### src/rtl/adc_pulse_detector.sv
// adc_pulse_detector: moving-average filter over 12-bit ADC samples feeding a
// hysteresis pulse detector (enter at thr_hi, leave below thr_lo) that reports
// each completed pulse's peak, width and a running event count.
// Ports: clk_100/reset_n (async active-low); en, sample_valid, sample_data,
//   thr_hi, thr_lo in; avg_valid/avg_data (1 cycle after an accepted sample),
//   pulse_active, event_valid/event_peak/event_width, event_count out.
// Accepts one sample per cycle with no backpressure; en=0 aborts and refills.
module adc_pulse_detector #(
  parameter int AVG_LOG2 = 2
) (
  input  logic        clk_100,
  input  logic        reset_n,
  input  logic        en,
  input  logic        sample_valid,
  input  logic [11:0] sample_data,
  input  logic [11:0] thr_hi,
  input  logic [11:0] thr_lo,
  output logic        avg_valid,
  output logic [11:0] avg_data,
  output logic        pulse_active,
  output logic        event_valid,
  output logic [11:0] event_peak,
  output logic [15:0] event_width,
  output logic [15:0] event_count
);

  localparam int DEPTH = 1 << AVG_LOG2;
  localparam int SUM_W = 12 + AVG_LOG2;

  typedef enum logic [1:0] {
    S_FILL  = 2'd0,
    S_IDLE  = 2'd1,
    S_PULSE = 2'd2
  } state_t;

  state_t              state_q, state_d;
  logic [11:0]         hist_q [DEPTH];
  logic [11:0]         hist_d [DEPTH];
  logic [SUM_W-1:0]    sum_q, sum_d, sum_next;
  logic [AVG_LOG2:0]   fill_cnt_q, fill_cnt_d;
  logic                avg_valid_q, avg_valid_d;
  logic [11:0]         avg_data_q, avg_data_d;
  logic                pulse_active_q, pulse_active_d;
  logic [11:0]         peak_q, peak_d;
  logic [15:0]         width_q, width_d;
  logic                event_valid_q, event_valid_d;
  logic [11:0]         event_peak_q, event_peak_d;
  logic [15:0]         event_width_q, event_width_d;
  logic [15:0]         event_count_q, event_count_d;
  logic                accept;

  assign accept = sample_valid & en;

  // hist_q[DEPTH-1] is the oldest sample; it leaves the window as the new one enters.
  assign sum_next = sum_q + SUM_W'(sample_data) - SUM_W'(hist_q[DEPTH-1]);

  always_comb begin
    state_d       = state_q;
    hist_d        = hist_q;
    sum_d         = sum_q;
    fill_cnt_d    = fill_cnt_q;
    avg_valid_d   = 1'b0;
    avg_data_d    = avg_data_q;
    peak_d        = peak_q;
    width_d       = width_q;
    event_valid_d = 1'b0;
    event_peak_d  = event_peak_q;
    event_width_d = event_width_q;
    event_count_d = event_count_q;

    if (!en) begin
      // Abort: drop any pulse silently and refill the averaging window.
      state_d    = S_FILL;
      sum_d      = '0;
      fill_cnt_d = '0;
      for (int i = 0; i < DEPTH; i++) hist_d[i] = '0;
    end else begin
      // Detector reacts to the registered average, so thresholds sampled here
      // apply to the next avg_valid only.
      if (avg_valid_q) begin
        case (state_q)
          S_IDLE: begin
            if (avg_data_q >= thr_hi) begin
              state_d = S_PULSE;
              peak_d  = avg_data_q;
              width_d = 16'd1;
            end
          end
          S_PULSE: begin
            if (avg_data_q >= thr_lo) begin
              if (width_q != 16'hFFFF) width_d = width_q + 16'd1;
              if (avg_data_q > peak_q) peak_d = avg_data_q;
            end else begin
              state_d       = S_IDLE;
              event_valid_d = 1'b1;
              event_peak_d  = peak_q;
              event_width_d = width_q;
              event_count_d = event_count_q + 16'd1;
            end
          end
          default: ;
        endcase
      end

      if (accept) begin
        hist_d[0] = sample_data;
        for (int i = 1; i < DEPTH; i++) hist_d[i] = hist_q[i-1];
        sum_d = sum_next;
        if (state_q == S_FILL) begin
          if (fill_cnt_q == (AVG_LOG2+1)'(DEPTH - 1)) begin
            // Window just became full: first valid average goes out.
            state_d     = S_IDLE;
            avg_valid_d = 1'b1;
            avg_data_d  = 12'(sum_next >> AVG_LOG2);
          end else begin
            fill_cnt_d = fill_cnt_q + 1'b1;
          end
        end else begin
          avg_valid_d = 1'b1;
          avg_data_d  = 12'(sum_next >> AVG_LOG2);
        end
      end
    end

    pulse_active_d = (state_d == S_PULSE);
  end

  always_ff @(posedge clk_100 or negedge reset_n) begin
    if (!reset_n) begin
      state_q        <= S_FILL;
      for (int i = 0; i < DEPTH; i++) hist_q[i] <= '0;
      sum_q          <= '0;
      fill_cnt_q     <= '0;
      avg_valid_q    <= 1'b0;
      avg_data_q     <= '0;
      pulse_active_q <= 1'b0;
      peak_q         <= '0;
      width_q        <= '0;
      event_valid_q  <= 1'b0;
      event_peak_q   <= '0;
      event_width_q  <= '0;
      event_count_q  <= '0;
    end else begin
      state_q        <= state_d;
      hist_q         <= hist_d;
      sum_q          <= sum_d;
      fill_cnt_q     <= fill_cnt_d;
      avg_valid_q    <= avg_valid_d;
      avg_data_q     <= avg_data_d;
      pulse_active_q <= pulse_active_d;
      peak_q         <= peak_d;
      width_q        <= width_d;
      event_valid_q  <= event_valid_d;
      event_peak_q   <= event_peak_d;
      event_width_q  <= event_width_d;
      event_count_q  <= event_count_d;
    end
  end

  assign avg_valid    = avg_valid_q;
  assign avg_data     = avg_data_q;
  assign pulse_active = pulse_active_q;
  assign event_valid  = event_valid_q;
  assign event_peak   = event_peak_q;
  assign event_width  = event_width_q;
  assign event_count  = event_count_q;

endmodule

### config.mk
export PLATFORM = sky130hd
export DESIGN_NAME = adc_pulse_detector
export DESIGN_NICKNAME = d
export VERILOG_FILES = /design/src/rtl/adc_pulse_detector.sv
export SDC_FILE = /design/constraint.sdc
export NUM_CORES = 1
export LEC_CHECK = 0
export BUFFER_PORTS_ARGS = -buffer_cell sky130_fd_sc_hd__clkbuf_2
export CORE_MARGIN = 5
export CORE_UTILIZATION = 54
export DETAILED_ROUTE_END_ITERATION = 8
export HOLD_SLACK_MARGIN = 0.15
export PLACE_DENSITY = 0.75
export SLEW_MARGIN = 20
export SYNTH_ARGS = -nofsm -noshare
export SYNTH_HDL_FRONTEND = slang
export SYNTH_SLANG_ARGS = --single-unit
### constraint.sdc
create_clock -name clk_100 -period 8.31 [get_ports clk_100]
set_clock_uncertainty 0.1 [all_clocks]
set_input_delay 0.4155 -clock clk_100 [delete_from_list [all_inputs] [get_ports clk_100]]
set_output_delay 0.4155 -clock clk_100 [all_outputs]
set_load 0.02 [all_outputs]
==> results.cfg, run 1 <==
[outcome]
outcome = completed

[die]
initial_core_util = 0.556
die_h_um = 136
num_io_pins = 99
die_x_um = 136
dieArea_mm2 = 0.0184
row_count = 45
core_mm2 = 0.0153

[route]
viasPerCell = 5.25
postRouteAntennaNets = 0
drt_iter0_markers = 320
via_count = 5924
drt_wl_total_mm = 16.9
routedWlPerCell_um = 14.9
drt_first_pass_iters = 4
drc_errors = 0

[synth]
synth.avg_cell_area_um2 = 10.5
syn-cell-area_mm2 = 0.00851
ys_warn_count = 0
ys_seq_elements = 154
syn_inst = 811
async_flop_share = 1.00
yosysSeqAreaShare = 0.453
synthDistinctLibCells = 53
synth_flop_cell = dfrtp_1
syn-num-nets = 920
synth_edf_count = 0

[sta]
final-setup-viol-count = 0
slew_headroom = 0.316
setup_tns_ps = 0
hold_viol = 0
max_clock_freq_ghz = 0.301
rsz0062_at_grt = no
finalCritPeriodShare = 0.399
layout_min_cycle_time_ps = 3320
worst_slew_pin_slew_ps = 1020
drv_slew = 0

[clocking]
root_buffer = clkbuf_16
cts_tree = built
cts_max_level = 4
numCtsBuffers = 17
cts_sinks = 154
cts_setup_buffers = 0
clk_pin_slew_ps = 70
cts_buffer_depth = 2
clk_latency_ps = 420

[setup_path]
cp-end-kind = register
crit_chain = ha_1 -> a21o_1 -> or4_1 -> a211oi_2 -> o2111ai_4 -> or3_1 -> nor4_2 -> xor2_1
cp-start-kind = register
critPathRequiredTime_ps = 8560
crit_slowest_cell = or3_1
slowest_delay_ps = 580
cp.arrival_ps = 3560
critical_path_class = register to register
worst-r2r-setup-slack_ps = 4990
worstPathMaxFanout = 20

[place]
portBuffers = 98
dp_hpwl_mm = 11.8
finalWeightedCongestion = 0.794

[pwr]
ir_drop_uv = 180
power_mw = 2.49
powerDensity_mw_per_mm2 = 253
p_seq_frac = 0.362
internal_power_mw = 1.64
switching_share = 0.341
combPwrFrac = 0.317
clock_power_share = 0.321
p_sw_mw = 0.849
power.leakage_nw = 5.11

[global_route]
antenna_found_initial = 0
grt_pass1_wl_mm = 28.2
grt_max_degree = 98
overflow = 0
grtUsageTotal = 0.189
grt_pass1_vias = 5635

[finish]
layout.area.seq_mm2 = 0.00385
layout.nets = 1014
num_antenna_cells = 0
areaGrowthSynthToFinish_pct = 15.6
multi_input_area_mm2 = 0.00422
post-route-util = 0.643
drive_gt1_frac = 0.188
mostFrequentLayoutCell = dfrtp_1
n_fill_cell = 1260
mostFrequentLayoutCells = dfrtp_1, clkbuf_2, inv_1

[hold_path]
hold_class = primary input to register

[job]
maxCapViolations = 0
routing by layer:
layer | GRT usage | wire length (um) | vias to the layer above
li1 | - | - | 2959
met1 | 0.277 | 8370 | 2829
met2 | 0.291 | 7630 | 123
met3 | 0.0412 | 726 | 13
met4 | 0.0448 | 129 | 0
met5 | 0 | 0 | -
synthesized netlist by cell type (all sizes together), types with 10 or more instances:
master	number	area, um^2
xnor2	13	114
dfrtp	154	3850
nor2b	64	400
a21o	12	90.1
inv	91	342
nand2	68	255
o21ai	30	150
and3	12	75.1
mux2i	65	651
nor2	19	71.3
nand3	19	95.1
nand4	11	68.8
clkbuf	23	86.3
nand2b	10	62.6
mux2	34	383
xor2	13	114
ha	57	713
fa	12	240
a21oi	18	90.1
per-stage QoR:
step	instance area (um^2)	cells	hold WS, ps	setup WS (ps)
after floorplan	8510	811	19.9	5410
after global placement	9210	1095	358	4990
after detailed placement	9210	1095	359	4950
after CTS	9830	1128	182	5000
after global routing	9840	1129	201	4820
final	9840	1129	194	4990
registers in the layout (all words and copies together) (netlist names):
signal and flops:
avg_data 12, avg_valid 1, event_count 16, event_peak 12
event_valid 1, event_width 16, fill_cnt_q 3, hist_q 48
peak_q 12, pulse_active 1, state_q 2, sum_q 14
width_q 16
cells by family (layout without fill, tap and decap cells):
kind of cell / after synthesis / in the layout / share of synthesized area
AO/OA/AOI/OAI: 102 / 102 / 0.0782
buffers and inverters: 120 / 227 / 0.0531
AND/OR/NAND/NOR: 240 / 240 / 0.153
adder cells (fa/ha/maj): 69 / 69 / 0.112
flip-flops: 154 / 154 / 0.453
XOR/XNOR: 27 / 27 / 0.0294
multiplexers: 99 / 99 / 0.121
power by group through the flow:
stage / Combinational [mW] / Sequential [mW] / Clock [mW]
5_1_grt: 0.893 / 0.907 / 0.848
3_5_place_dp: 0.786 / 0.909 / 0
6_report: 0.789 / 0.899 / 0.798
3_3_place_gp: 0.771 / 0.907 / 0
2_1_floorplan: 0.556 / 0.914 / 0
4_1_cts: 0.796 / 0.898 / 0.816
layout make-up:
| cell class | count | share of cell area |
|---|---|---|
| Clock buffer | 20 | 0.0454 |
| Clock inverter | 12 | 0.0167 |
| Inverter | 91 | 0.0347 |
| Multi-Input combinational cell | 537 | 0.429 |
| Sequential cell | 154 | 0.392 |
| Tap cell | 211 | 0.0268 |
| Timing Repair Buffer | 104 | 0.0556 |
critical path, delay by kind of cell, from the launching register on:
family	cells	cell delay [ps]
AO/OA/AOI/OAI	3	830
XOR/XNOR	1	170
adder cells (fa/ha/maj)	1	320
flip-flops	1	460
AND/OR/NAND/NOR	3	1360
worst paths after layout:
check                      cells after the start         endpoint            start
hold reg to reg                                1  event_count[15]  event_count[15]
max in group asynchronous                      3      avg_data[3]          reset_n
setup reg to reg                               8  event_count[11]     avg_data[11]
min in group asynchronous                      2  event_count[14]          reset_n
hold / removal                                 3       hist_q[43]   sample_data[7]
setup / recovery                               8  event_count[11]     avg_data[11]
timing repair:
item                                   CTS  global route
gates resized for setup                  0             0
setup endpoints to repair                0             0
endpoints found under the hold margin   96             0
hold buffers                             1             0
(Power assumes the default switching activity.)
==> run 2: changes to the inputs <==
==> constraint.sdc (replaced) <==
create_clock -name clk_100 -period 3.2 [get_ports clk_100]
set_clock_uncertainty 0.1 [all_clocks]
set_input_delay 0.16 -clock clk_100 [delete_from_list [all_inputs] [get_ports clk_100]]
set_output_delay 0.16 -clock clk_100 [all_outputs]
set_load 0.02 [all_outputs]
==> run 2 against run 1 <==
Compared with the run above: final cell count grew 1.9%; flip-flop and latch count is the same; utilization grew 1.5 points; register-to-register slack lost 4800 ps; global-route usage increased by 0.57 points; critical path depth unchanged; non-clock buffer count grew 22.
==> results.cfg, run 2 (same netlist as run 1, synthesis figures left out) <==
[sta]
setup_ws_ps = 152
worst_slew_pin_slew_ps = 707
hold_slack_ps = 377
slew_headroom = 0.528
max_clock_freq_ghz = 0.328
rsz0062_at_grt = no
hold_viol = 0
setup_tns_ps = 0
final-setup-viol-count = 0
drv_slew = 0
layout_min_cycle_time_ps = 3050
finalCritPeriodShare = 0.952

[global_route]
overflow = 0
grtUsageMet1 = 0.277
grt_busiest_layer = met2
grtUsageMet3 = 0.0483
grt_max_degree = 109
grt_pass1_vias = 5919
antenna_found_initial = 0
grt_use_met2 = 0.302
grt_pass1_wl_mm = 29.0
grtUsageTotal = 0.195

[route]
postRouteAntennaNets = 0
drc_errors = 0
via_count = 6040
drt_iter0_markers = 313
drt_first_pass_iters = 5
routedWlPerCell_um = 14.9
viasPerCell = 5.25
drt_wl_total_mm = 17.1

[die]
core_mm2 = 0.0153
initial_core_util = 0.556
dieArea_mm2 = 0.0184
row_count = 45
num_io_pins = 99
die_x_um = 136
die_h_um = 136

[clocking]
cts_sinks = 154
cts_buffer_depth = 2
numCtsBuffers = 17
clk_latency_ps = 420
cts_max_level = 4
clk_pin_slew_ps = 70
root_buffer = clkbuf_16
cts_tree = built

[finish]
largest_register_ffs = 48
mostFrequentLayoutCell = dfrtp_1
layout.nets = 1036
regMostFlops = hist_q
fin_cells = 1151
drive_gt1_frac = 0.196
areaGrowthSynthToFinish_pct = 18.3
num_antenna_cells = 0
mostFrequentLayoutCells = dfrtp_1, clkbuf_2, inv_1
n_fill_cell = 1221

[setup_path]
crit_buf_inv = 0
cp.arrival_ps = 3290
critPathTopFamily = simple AND/OR/NAND/NOR gates
critPathRequiredTime_ps = 3450
crit_chain = ha_1 -> a21o_1 -> or4_1 -> a211oi_2 -> o2111ai_4 -> or3_1 -> nor4_2 -> xor2_1
slowest_delay_ps = 500
critical_path_class = register to register
worstPathMaxFanout = 6
crit_slowest_cell = or3_1
cp-start-kind = register
cp-end-kind = register

[place]
portBuffers = 98
placed_cells = 1102
dp_hpwl_mm = 12.0
pre_cts_slack_ps = 162
finalWeightedCongestion = 0.792

[hold_path]
hold_class = register to register

[job]
maxCapViolations = 0

[pwr]
power_mw = 6.43
powerDensity_mw_per_mm2 = 638
power.leakage_nw = 5.22
ir_drop_uv = 468

[outcome]
outcome = completed
[run 2: changes by cell type in the layout (fill, tap and decap cells not counted), sizes merged]
cell | previous run | this run
clkinv | 2 | 5
bufinv | 3 | 2
dlygate4sd3 | 1 | 16
buf | 6 | 14
clkinvlp | 4 | 3
clkbuf | 117 | 115
[run 2: final cells by class]
cell class,count,area [um^2],area share
inverters,91,342,0.0339
multi-input cells,537,4240,0.421
well taps,211,264,0.0262
repair buffers,126,782,0.0777
clock inverters,13,144,0.0143
flip-flops and latches,154,3850,0.383
clock buffers,19,443,0.0440
[run 2: repair_timing]
item | 4_1_cts | 5_1_grt
hold endpoints to repair | 128 | 26
endpoints found under the setup margin | 0 | 4
buffers inserted | 0 | 0
gates resized for setup | 0 | 5
hold buffers | 15 | 1
[run 2: where the power goes]
part	leakage, nW	internal (mW)	switching [mW]
combinational	2.86	0.922	1.18
clock	0.282	1.18	0.817
sequential	2.07	2.11	0.217
[run 2: layer usage]
layer / part of all wire / vias to the layer above
li1: - / 3002
met1: 0.48 / 2892
met2: 0.46 / 139
met3: 0.050 / 7
met4: 0.0086 / 0
met5: 0 / -
[run 2: final timing paths]
check,from,endpoint,slack (ps),cells after the start
hold / removal,event_count[15],event_count[15],380,1
max in group asynchronous,reset_n,hist_q[20],1460,5
setup reg to reg,avg_data[11],event_count[11],150,8
setup / recovery,avg_data[11],event_count[11],150,8
min in group asynchronous,reset_n,event_count[12],600,3
hold reg to reg,event_count[15],event_count[15],380,1
[run 2: through the flow]
step,instance area [um^2],util
after floorplan,8510,-
after global placement,9280,0.606
after detailed placement,9280,0.606
after CTS,10000,0.654
after global routing,10100,0.657
final,10100,0.657
